<file path="src/rtl/ps2_keyboard_frontend.sv">
// rtl/ps2_keyboard_frontend.sv - PS/2 scan-code receiver, dual hex seven-segment decode, power-up ready delay.
// Bytes are taken on synchronised PS/2 falling edges; stalled partial frames are dropped after TIMEOUT_CYCLES.
module ps2_keyboard_frontend #(
  parameter int DELAY_CYCLES   = 1048575,
  parameter int TIMEOUT_CYCLES = 5000
) (
  input  logic       clock,
  input  logic       reset,
  input  logic       ps2_clock,
  input  logic       ps2_data,
  output logic [7:0] key_data,
  output logic       key_pressed,
  output logic       frame_error,
  output logic [6:0] seg_lo,
  output logic [6:0] seg_hi,
  output logic       ready
);

  localparam int TW = $clog2(TIMEOUT_CYCLES + 1);
  localparam int DW = $clog2(DELAY_CYCLES + 1);

  typedef enum logic [1:0] {
    S_IDLE,
    S_DATA,
    S_PARITY,
    S_STOP
  } state_t;

  state_t          state, next_state;
  logic            clk_s1, clk_s2, clk_prev;
  logic            dat_s1, dat_s2;
  logic            ps2_fall;
  logic [7:0]      shift;
  logic [2:0]      bit_cnt;
  logic            par_bit;
  logic [TW-1:0]   tcnt;
  logic [DW-1:0]   dcnt;
  logic            frame_ok, frame_bad, timed_out;

  assign ps2_fall = clk_prev & ~clk_s2;

  always_ff @(posedge clock) begin
    if (reset) state <= S_IDLE;
    else       state <= next_state;
  end

  always_comb begin
    next_state = state;
    frame_ok   = 1'b0;
    frame_bad  = 1'b0;
    timed_out  = 1'b0;
    if (state != S_IDLE && !ps2_fall && tcnt == TW'(TIMEOUT_CYCLES)) begin
      next_state = S_IDLE;
      timed_out  = 1'b1;
    end else if (ps2_fall) begin
      case (state)
        S_IDLE:   if (!dat_s2) next_state = S_DATA;
        S_DATA:   if (bit_cnt == 3'd7) next_state = S_PARITY;
        S_PARITY: next_state = S_STOP;
        S_STOP: begin
          next_state = S_IDLE;
          // odd parity: data bits plus parity bit must XOR to 1
          if (dat_s2 && (^{shift, par_bit})) frame_ok = 1'b1;
          else                               frame_bad = 1'b1;
        end
        default:  next_state = S_IDLE;
      endcase
    end
  end

  always_ff @(posedge clock) begin
    if (reset) begin
      clk_s1      <= 1'b1;
      clk_s2      <= 1'b1;
      clk_prev    <= 1'b1;
      dat_s1      <= 1'b1;
      dat_s2      <= 1'b1;
      shift       <= 8'h00;
      bit_cnt     <= 3'd0;
      par_bit     <= 1'b0;
      tcnt        <= '0;
      key_data    <= 8'h00;
      key_pressed <= 1'b0;
      frame_error <= 1'b0;
    end else begin
      clk_s1      <= ps2_clock;
      clk_s2      <= clk_s1;
      clk_prev    <= clk_s2;
      dat_s1      <= ps2_data;
      dat_s2      <= dat_s1;
      key_pressed <= frame_ok;
      frame_error <= frame_bad | timed_out;
      if (frame_ok) key_data <= shift;
      if (ps2_fall) begin
        case (state)
          S_IDLE:   bit_cnt <= 3'd0;
          S_DATA: begin
            shift   <= {dat_s2, shift[7:1]};
            bit_cnt <= bit_cnt + 3'd1;
          end
          S_PARITY: par_bit <= dat_s2;
          default:  ;
        endcase
      end
      if (ps2_fall || state == S_IDLE) tcnt <= '0;
      else if (tcnt != TW'(TIMEOUT_CYCLES)) tcnt <= tcnt + 1'b1;
    end
  end

  // Saturates at DELAY_CYCLES so ready stays high until the next reset.
  always_ff @(posedge clock) begin
    if (reset)                          dcnt <= '0;
    else if (dcnt != DW'(DELAY_CYCLES)) dcnt <= dcnt + 1'b1;
  end

  assign ready = (dcnt == DW'(DELAY_CYCLES));

  function automatic logic [6:0] hex_to_seg(input logic [3:0] h);
    case (h)
      4'h0: hex_to_seg = 7'h40;
      4'h1: hex_to_seg = 7'h79;
      4'h2: hex_to_seg = 7'h24;
      4'h3: hex_to_seg = 7'h30;
      4'h4: hex_to_seg = 7'h19;
      4'h5: hex_to_seg = 7'h12;
      4'h6: hex_to_seg = 7'h02;
      4'h7: hex_to_seg = 7'h78;
      4'h8: hex_to_seg = 7'h00;
      4'h9: hex_to_seg = 7'h10;
      4'hA: hex_to_seg = 7'h08;
      4'hB: hex_to_seg = 7'h03;
      4'hC: hex_to_seg = 7'h46;
      4'hD: hex_to_seg = 7'h21;
      4'hE: hex_to_seg = 7'h06;
      default: hex_to_seg = 7'h0E;
    endcase
  endfunction

  assign seg_lo = hex_to_seg(key_data[3:0]);
  assign seg_hi = hex_to_seg(key_data[7:4]);

endmodule

</file>
<file path="config.mk">
export PLATFORM = sky130hd
export DESIGN_NAME = ps2_keyboard_frontend
export DESIGN_NICKNAME = d
export VERILOG_FILES = /design/src/rtl/ps2_keyboard_frontend.sv
export SDC_FILE = /design/constraint.sdc
export NUM_CORES = 1
export LEC_CHECK = 0
export ABC_AREA = 1
export CAP_MARGIN = 30
export CELL_PAD_IN_SITES_DETAIL_PLACEMENT = 1
export CELL_PAD_IN_SITES_GLOBAL_PLACEMENT = 2
export CORE_UTILIZATION = 34
export DETAILED_ROUTE_END_ITERATION = 7
export PLACE_DENSITY = 0.87
export SLEW_MARGIN = 10
export SYNTH_ARGS = -nofsm -noshare
export SYNTH_HDL_FRONTEND = slang
export SYNTH_SLANG_ARGS = --single-unit
</file>
<file path="constraint.sdc">
create_clock -name clock -period 2.7 [get_ports clock]
set_input_delay 0.27 -clock clock [delete_from_list [all_inputs] [get_ports clock]]
set_output_delay 0.27 -clock clock [all_outputs]
set_load 0.02 [all_outputs]
</file>
* After elaboration in Yosys (flattened, before gate mapping)
Memories as Yosys holds them, arrays and structs flattened. A register that Yosys moved wholly into a read port is not among the register bits. Cells that the tools add are included.
Cells by class: $lt $le $gt $ge 0, shift operators 0, muxes and demuxes 17, eq/ne operators 10, $add $sub $neg 3, multipliers 0, bitwise gates (word level) 3, divide/modulo/power cells 0, reduce and logical (&&, ||, !) cells 15
Operators with widths (count):
- $add 20x1->20 const B | 1
- $eq 20x20->1 const B | 1
- $ne 20x20->1 const B | 1
- $mux 4 | 4
- $add 13x1->13 const B | 1
- $eq 13x13->1 const B | 1
- $ne 13x13->1 const B | 1
- $mux 1 | 9
- $reduce_xor 9->1 | 1
- $pmux 2 s4 | 1
- $pmux 3 s2 | 1
- $reduce_and 2->1 | 3
- $eq 2x2->1 const B | 2
- $mux 2 | 2
- $ne 2x2->1 const B | 2
- $reduce_bool 2->1 | 2
- $reduce_or 2->1 | 2
- $add 3x1->3 const B | 1
- $eq 3x3->1 const B | 1
- $logic_and 1x1->1 | 3
- $reduce_and 3->1 | 1
- $eq 2x1->1 const B | 1
- $logic_not 2->1 | 1
- $and 1x1->1 | 1
- 4 further kinds | 4
Storage, ports and cells: logic and storage cells 64, register bits after elaboration 62, memories 2, RAM bits 0, memory bits (read-only) 224, output and inout bits 25, input port bits 4, bits in latches 0
Memories:
- (name not given) | depth 16, width 7, rd ports 1, clocked after Yosys merged registers in 1, write ports 0, RTL line 119 | case (h)
- (name not given) | depth 16, width 7, rd ports 1, clocked after Yosys merged registers in 1, write ports 0, RTL line 119

* Depth between registers and ports, before layout
Gate-level depths: netlist of run 1.
depth after elaboration 8, gate-level depth with buffers 19, depth with buffers taken out 18

* Worst setup path before layout of run 1
OpenSTA, ideal clock, no wires.
path type flip-flop to flip-flop, from register shift[7], to register, netlist name seg_lo[3], data required time 2.588 ns, cell stages (with the launch flop) 20, setup slack 0.697 ns, clock period less this slack 2.003 ns, arrival 1.891 ns, buffers on the path 1, setup time 0.112 ns, cell sequence dfxtp_1 > inv_1 > nand2_1 > nand2_1 > nand2_1 > nand2_1 > nand2_1 > nand2_1 > nand2_1 > nand2_2 > nand3_2 > buf_6 > nand2_1 > nand3_2 > inv_1 > ha_1 > inv_1 > nand4_1 > nand3_1 > nand2_1
Between the ends: longest elaborated chain between the ends 8
Ends and longest elaborated chain:
- start, declared | RTL line 33 | logic [7:0] shift;
- start signal, assigned | RTL line 98 | shift <= {dat_s2, shift[7:1]};
- $reduce_xor 9->1 | RTL line 63 | if (dat_s2 && (^{shift, par_bit})) frame_ok = 1'b1;
- $logic_and 1x1->1 | RTL line 63
- $mux 1 | RTL line 63
- $mux 1 | RTL line 56 | case (state)
- $mux 1 | RTL line 55 | end else if (ps2_fall) begin
- $mux 1 | RTL line 52 | if (state != S_IDLE && !ps2_fall && tcnt == TW'(TIMEOUT_CYCLES)) begin
- $mux 4 (no line) (2 in a row)
No other way between the ends. A chain may end at the register's enable or synchronous reset.

* Worst setup path in the final report of run 1
from register dcnt[8], to output port ready
Between the ends: longest elaborated chain between the ends 1
Ends and longest elaborated chain:
- start, declared | RTL line 37 | logic [DW-1:0] dcnt;
- start signal, assigned | RTL line 113 | else if (dcnt != DW'(DELAY_CYCLES)) dcnt <= dcnt + 1'b1;
- $eq 20x20->1 | RTL line 116 | assign ready = (dcnt == DW'(DELAY_CYCLES));
- end, declared | RTL line 16 | output logic ready
No other way between the ends.

==> results of run 1 <==
[final timing paths]
check                 from        end  slack (ns)  cells after the start
hold reg to reg     clk_s1     clk_s2        0.41                      1
setup / recovery   dcnt[8]      ready        0.24                      7
hold / removal      clk_s1     clk_s2        0.41                      1
setup reg to reg  shift[7]  seg_lo[6]        0.36                     18
[registers in the layout (all words and copies together) (netlist names), 2 cells and up]
register	count
dcnt	20
tcnt	13
key_data	8
shift	8
seg_hi	7
seg_lo	7
bit_cnt	3
state	2
[through the flow]
stage                     utilization (%)  instance area (µm²)  setup slack [ns]
after global placement              39.34                 4302            0.2817
after global routing                42.30                 4626          0.002682
final                               42.30                 4626            0.2362
after CTS                           42.24                 4619            0.1383
after floorplan                         -                 3834            0.6967
after detailed placement            39.34                 4302            0.2247
[cells in the mapped netlist]
master / count
xnor2_1: 5
xor2_1: 5
buf_4: 1
buf_6: 2
nand3b_1: 1
o21ba_2: 1
a31oi_1: 4
nand3_2: 6
nand2_4: 2
or2_2: 6
nand2_8: 1
ha_1: 21
inv_1: 80
o31ai_1: 2
o221ai_1: 1
nand3_4: 3
nand4_1: 27
a21oi_1: 38
a211oi_1: 1
dfxtp_1: 76
inv_2: 2
nand2_1: 111
nor3b_1: 1
inv_4: 1
o21a_1: 1
nand3_1: 31
nor3_1: 10
or3_1: 1
nand4_4: 1
clkinv_2: 1
nand2_2: 2
o21ai_1: 1
buf_1: 1
nor2_1: 27
nor4_1: 1
nor3_2: 2
buf_2: 2
clkbuf_1: 5
o21ai_0: 29
[cells by family (layout without fill, tap and decap cells)]
logic type	count (synthesis)	after routing
buffers and inverters	95	138
AO/OA/AOI/OAI	78	78
XOR/XNOR	10	10
adder cells (fa/ha/maj)	21	21
flip-flops	76	76
AND/OR/NAND/NOR	233	233
[critical path: cells and delay by family, from the launching register on]
kind	cells	cell delay, ns
AND/OR/NAND/NOR	6	1.09
buffers and inverters	1	0.38
flip-flops	1	0.38
[routing by layer]
| layer | vias up | part of all wire (%) | global-route usage [%] |
|---|---|---|---|
| li1 | 1749 | - | - |
| met3 | 12 | 1.8 | 3.134 |
| met4 | 0 | 1.9 | 8.219 |
| met1 | 1598 | 44 | 19.83 |
| met2 | 24 | 52 | 32.39 |
| met5 | - | 0 | 0 |
[area by class of cell]
type,instances,area [µm²]
multi-input combinational,342,1937
timing repair buffer,38,354.1
tap,140,175.2
clock inverter,4,72.57
inverter,84,319.1
clock buffer,12,246.5
sequential,76,1521
fill,1364,6310
[power by group through the flow]
| stage | clock [W] | combinational (W) | sequential (W) |
|---|---|---|---|
| 2_1_floorplan | 0 | 0.0000351 | 0.00116 |
| 3_3_place_gp | 0 | 0.0000537 | 0.00116 |
| 3_5_place_dp | 0 | 0.0000553 | 0.00116 |
| 4_1_cts | 0.00134 | 0.0000557 | 0.00113 |
| 5_1_grt | 0.00139 | 0.0000614 | 0.00114 |
| 6_report | 0.00130 | 0.0000542 | 0.00114 |
==> flow_metrics.env, run 1 <==
export IMPL_rsz_0062_raised_after_global_routing="no"
export IMPL_detailroute_via_count=3383
export IMPL_cts_sink_count=76
export IMPL_finalHoldViolCount=0
export IMPL_drt_total_wl_mm=9.259
export IMPL_final_max_slew_violation_count=0
export IMPL_timing_critical_path_from_type="flop"
export IMPL_timing_critical_path_cells="nand2_1 > nor3_4 > nand2_1 > nor3_2 > nand2_1 > nor2_1 > dlygate4sd2_1"
export IMPL_synthSimpleGateAreaFrac_pct=30.42
export IMPL_area_growth_synth_to_final_pct=20.66
export IMPL_max_slew_margin_rel_pct=53.65
export IMPL_io_pins=29
export IMPL_cellPowerDensity_mw_per_mm2=538.5
export IMPL_sequentialPowerShare_pct=45.6
export IMPL_grt_pass1_wl_mm=16.14
export IMPL_path_clk_slew_ns=0.06
export IMPL_synthXorXnorAreaFrac_pct=2.285
export IMPL_gp_congestion=0.8238
export IMPL_track_usage_pct=17.73
export IMPL_post_drt_wl_per_cell_um=13.30
export IMPL_floorplan_initialDensity_pct=35.06
export IMPL_cts_hold_buf=0
export IMPL_floorplan_die_area_mm2=0.01170
export IMPL_htree_num_levels=3
export IMPL_reported_leakage_power_nw=2.016
export IMPL_synth_top_family_by_area="simple AND/OR/NAND/NOR gates"
export IMPL_internal_power_w=0.001983
export IMPL_residual_drc_count=0
export IMPL_finalSetupViolCount=0
export IMPL_grt_overflow_total=0
export IMPL_comb_power_share_pct=2.2
export IMPL_avgSynthCellArea_um2=7.473
export IMPL_syn_instance_count=513
export IMPL_maxCapViolations=0
export IMPL_fin_crit_ns=2.464
export IMPL_synth_area_leader_cell="dfxtp_1"
export IMPL_final_hold_worst_slack_ns=0.4092
export IMPL_antenna_violating_nets_post_route=0
export IMPL_timing_critical_path_to_type="output pin"
export IMPL_synth_yosys_warnings=0
export IMPL_grt_pass1_vias=3480
export IMPL_power_w=0.002491
export IMPL_die_width_um=108.2
export IMPL_final_net_count=576
export IMPL_synth_top_area_share_pct=39.69
export IMPL_grt_antenna_before_repair=0
export IMPL_post_route_period_util_pct=91.25
export IMPL_synth_mux_area_share_pct=0
export IMPL_tightestPinTransition_ns=0.6927
export IMPL_achievable_frequency_mhz=405.9
export IMPL_outcome="finished clean"
export IMPL_syn_cell_area_mm2=0.003834
export IMPL_std_cell_rows=38
export IMPL_clk_root_buffer_cell="clkbuf_16"
export IMPL_antenna_diode_count=0
export IMPL_power_switching_fraction_pct=20.39
export IMPL_power_net_switching_w=0.0005079
export IMPL_layout_commonest_cell="nand2_1"
export IMPL_worst_endpoint_arrival_ns=2.19
export IMPL_placement_io_buffers=28
export IMPL_syn_num_nets=538
export IMPL_ctsResizeCount=1
export IMPL_min_delay_path_class="flop to flop"
export IMPL_cpPeakStageDelay_ns=0.38
export IMPL_power_ir_vdd_worst_v=0.0002407
export IMPL_core_region_area_mm2=0.01094
export IMPL_detailedRoute_firstPassIterationCount=4
export IMPL_max_clock_path_buffers=2
export IMPL_type_of_the_worst_setup_path="flop to output pin"
export IMPL_worst_path_most_repeated_cell="nand2_1"
export IMPL_timing_critical_path_slowest_stage_cell="dfxtp_1"
export IMPL_post_synthesis_sequential_element_count=76
export IMPL_most_common_layout_cells="nand2_1, inv_1, dfxtp_1"
export IMPL_fin_skew_ns=0.005198
export IMPL_post_synthesis_share_of_cell_area_spent_on_full_adders_half_adders_and_majority_gates_pct=6.854
export IMPL_grt_start_max_net_pins=16
export IMPL_layout_cells_non_filler=696
export IMPL_pwr_share_clk_pct=52.3
export IMPL_chipHeight_um=108.2
export IMPL_dpl_cell_count=680
export IMPL_setup_total_negative_slack_ns=0
export IMPL_cts_tree="yes"
export IMPL_largest_cells_by_area_after_synthesis="dfxtp_1, nand2_1, inv_1, ha_1, a21oi_1"
export IMPL_worst_endpoint_required_ns=2.43
export IMPL_synth_lib_cells_used_distinct=39
export IMPL_drt_vias_per_instance=4.861
export IMPL_detailed_router_s_first_iteration_violation_count=116
export IMPL_synth_compound_gate_area_share_pct=10.80
export IMPL_synth_yosys_seq_area_share_pct=39.69
export IMPL_layout_drive_gt1_share_pct=9.353
export IMPL_detailedPlacementHpwl_mm=7.007
export IMPL_cts_inserted_buffers=9
export IMPL_post_cts_buffers=0
export IMPL_crit_path_max_fanout=5
export IMPL_clock_insertion_delay_worst_skew_ns=0.34
Power figures use the tool's default switching activity.
==> inputs of run 2 (changes only) <==
--- a/config.mk
+++ b/config.mk
@@ -11,8 +11,8 @@
 export CELL_PAD_IN_SITES_GLOBAL_PLACEMENT = 2
 export CORE_UTILIZATION = 34
 export DETAILED_ROUTE_END_ITERATION = 7
-export PLACE_DENSITY = 0.87
-export SLEW_MARGIN = 10
+export PLACE_DENSITY = 0.88
+export SKIP_CTS_REPAIR_TIMING = 1
 export SYNTH_ARGS = -nofsm -noshare
 export SYNTH_HDL_FRONTEND = slang
 export SYNTH_SLANG_ARGS = --single-unit
==> run 2 against run 1 <==
Fmax rose by 6.0%. Sequential share of layout area shrank 0.20 points. Highest routed layer unchanged. Sequential power is essentially flat. Routed wire length grew 0.33%. Clock power grew 8%. Largest cell class unchanged. Critical endpoint is now seg_hi[3]. Sequential cell count did not move. Largest power group unchanged. Final cell count unchanged. Clock skew grew 0.0025 ns. Die area did not move.
==> flow_metrics.env, run 2 (synthesis gave the netlist of run 1 again) <==
export IMPL_timing_critical_path_slowest_stage_cell="dfxtp_1"
export IMPL_timing_critical_path_from_type="flop"
export IMPL_preCtsSetupSlack_ns=0.3154
export IMPL_fin_area_mm2=0.004654
export IMPL_io_pins=29
export IMPL_chipHeight_um=108.2
export IMPL_min_delay_path_class="flop to flop"
export IMPL_htree_num_levels=3
export IMPL_detailedPlacementHpwl_mm=7.013
export IMPL_grt_start_max_net_pins=17
export IMPL_timing_critical_path_to_type="flop"
export IMPL_worst_hold_path_num_cells=1
export IMPL_cts_tree="yes"
export IMPL_clk_root_buffer_cell="clkbuf_16"
export IMPL_std_cell_rows=38
export IMPL_max_slew_margin_rel_pct=59.97
export IMPL_detailedRoute_firstPassIterationCount=4
export IMPL_timing_critical_path_cells="xnor2_1 > nand2_1 > nand2_1 > nand3_1 > nand2_2 > nand3_2 > nand2_1 > nand3_2 > inv_1 > ha_1 > inv_1 > nand4_1 > nand3_1 > nand2_1"
export IMPL_placed_instance_area_mm2=0.004302
export IMPL_grt_pass1_vias=3557
export IMPL_timing_reg2reg_setup_slack_ns=0.38
export IMPL_r2r_start="shift[3]"
export IMPL_fin_skew_ns=0.007674
export IMPL_layout_drive_gt1_share_pct=9.712
export IMPL_antenna_violating_nets_post_route=0
export IMPL_drt_total_wl_mm=9.290
export IMPL_finalHoldViolCount=0
export IMPL_n_fill_cell=1355
export IMPL_clock_insertion_delay_worst_skew_ns=0.35
export IMPL_finalSetupViolCount=0
export IMPL_tightestPinTransition_ns=0.5959
export IMPL_detailed_router_s_first_iteration_violation_count=90
export IMPL_hp_start="dat_s1"
export IMPL_path_clk_slew_ns=0.06
export IMPL_fin_crit_ns=2.324
export IMPL_power_ir_vdd_worst_v=0.0003729
export IMPL_layout_commonest_cell="nand2_1"
export IMPL_core_region_area_mm2=0.01094
export IMPL_gp_congestion=0.7994
export IMPL_max_clock_path_buffers=2
export IMPL_placement_io_buffers=28
export IMPL_residual_drc_count=0
export IMPL_drt_vias_per_instance=4.859
export IMPL_type_of_the_worst_setup_path="flop to flop"
export IMPL_floorplan_initialDensity_pct=35.06
export IMPL_final_critical_path_setup_slack_ns=0.3762
export IMPL_achievable_frequency_mhz=430.3
export IMPL_cellPowerDensity_mw_per_mm2=555.5
export IMPL_reg2reg_depth=14
export IMPL_largest_registers="dcnt: 20 flops, tcnt: 13 flops"
export IMPL_worst_endpoint_required_ns=2.93
export IMPL_floorplan_die_area_mm2=0.01170
export IMPL_layout_cells_non_filler=696
export IMPL_most_common_layout_cells="nand2_1, inv_1, dfxtp_1"
export IMPL_largest_register_ff_count=20
export IMPL_area_growth_synth_to_final_pct=21.41
export IMPL_track_usage_pct=17.78
export IMPL_cpPeakStageDelay_ns=0.42
export IMPL_worstHoldEndpoint="dat_s2"
export IMPL_worst_endpoint_arrival_ns=2.56
export IMPL_crit_reg2reg_capture="seg_hi[3]"
export IMPL_dpl_cell_count=680
export IMPL_grt_pass1_wl_mm=16.14
export IMPL_cts_inserted_buffers=9
export IMPL_reported_leakage_power_nw=2.032
export IMPL_die_width_um=108.2
export IMPL_antenna_diode_count=0
export IMPL_crit_path_max_fanout=9
export IMPL_post_route_period_util_pct=86.07
export IMPL_outcome="finished clean"
export IMPL_grt_overflow_total=0
export IMPL_grt_antenna_before_repair=0
export IMPL_worst_path_most_repeated_cell="nand2_1"
export IMPL_setup_worst_path_start="shift[3]"
export IMPL_cts_sink_count=76
export IMPL_rsz_0062_raised_after_global_routing="no"
export IMPL_final_net_count=576
export IMPL_top_register="dcnt"
export IMPL_detailroute_via_count=3382
export IMPL_final_max_slew_violation_count=0
export IMPL_post_drt_wl_per_cell_um=13.35
export IMPL_maxCapViolations=0
[run 2: cell type report]
class                   instances  area [µm²]  area share, %
clock buffers                  10       229.0          4.919
clock inverters                 6       112.6          2.419
inverters                      84       319.1          6.855
multi-input cells             342        1939          41.67
flip-flops and latches         76        1521          32.69
well taps                     140       175.2          3.763
repair buffers                 38       357.8          7.688
[run 2: worst max path at each step]
stage | endpoint | slack (ns)
after CTS | ready | -0.08
after global placement | ready | 0.41
final | seg_hi[3] | 0.38
after detailed placement | ready | 0.32
after global routing | seg_hi[3] | 0.12
after floorplan | seg_lo[3] | 0.70
[run 2: report_power, final]
group / total (W) / leakage, nW / switching (W) / internal, W
registers: 0.00114 / 0.614 / 0.00000637 / 0.00113
clock network: 0.00140 / 0.155 / 0.000492 / 0.000903
logic: 0.0000553 / 1.26 / 0.0000345 / 0.0000207
[run 2: metal layers]
layer	global-route usage (%)	wire (µm)	up-vias
met5	0	0	-
met4	5.969	144	0
met3	5.666	280	14
met2	32.17	4771	28
met1	19.47	4095	1597
li1	-	-	1743
[run 2: through the flow]
| step | util [%] | power (W) | hold slack [ns] | TNS (ns) |
|---|---|---|---|---|
| after global placement | 39.34 | 0.001214 | 0.3906 | 0 |
| after global routing | 42.56 | 0.002662 | 0.4174 | 0 |
| after floorplan | - | 0.001194 | 0.3738 | 0 |
| after CTS | 42.46 | 0.002617 | 0.4113 | -0.07601 |
| final | 42.56 | 0.002586 | 0.4094 | 0 |
| after detailed placement | 39.34 | 0.001216 | 0.3966 | 0 |
[run 2: worst max-delay path, delay by kind of cell, from the launching register on]
kind	cells	cell delay [ns]
fa+ha+maj	1	0.26
buf+inv	2	0.24
simple gates	10	1.14
flops	1	0.42
xor+xnor	1	0.15
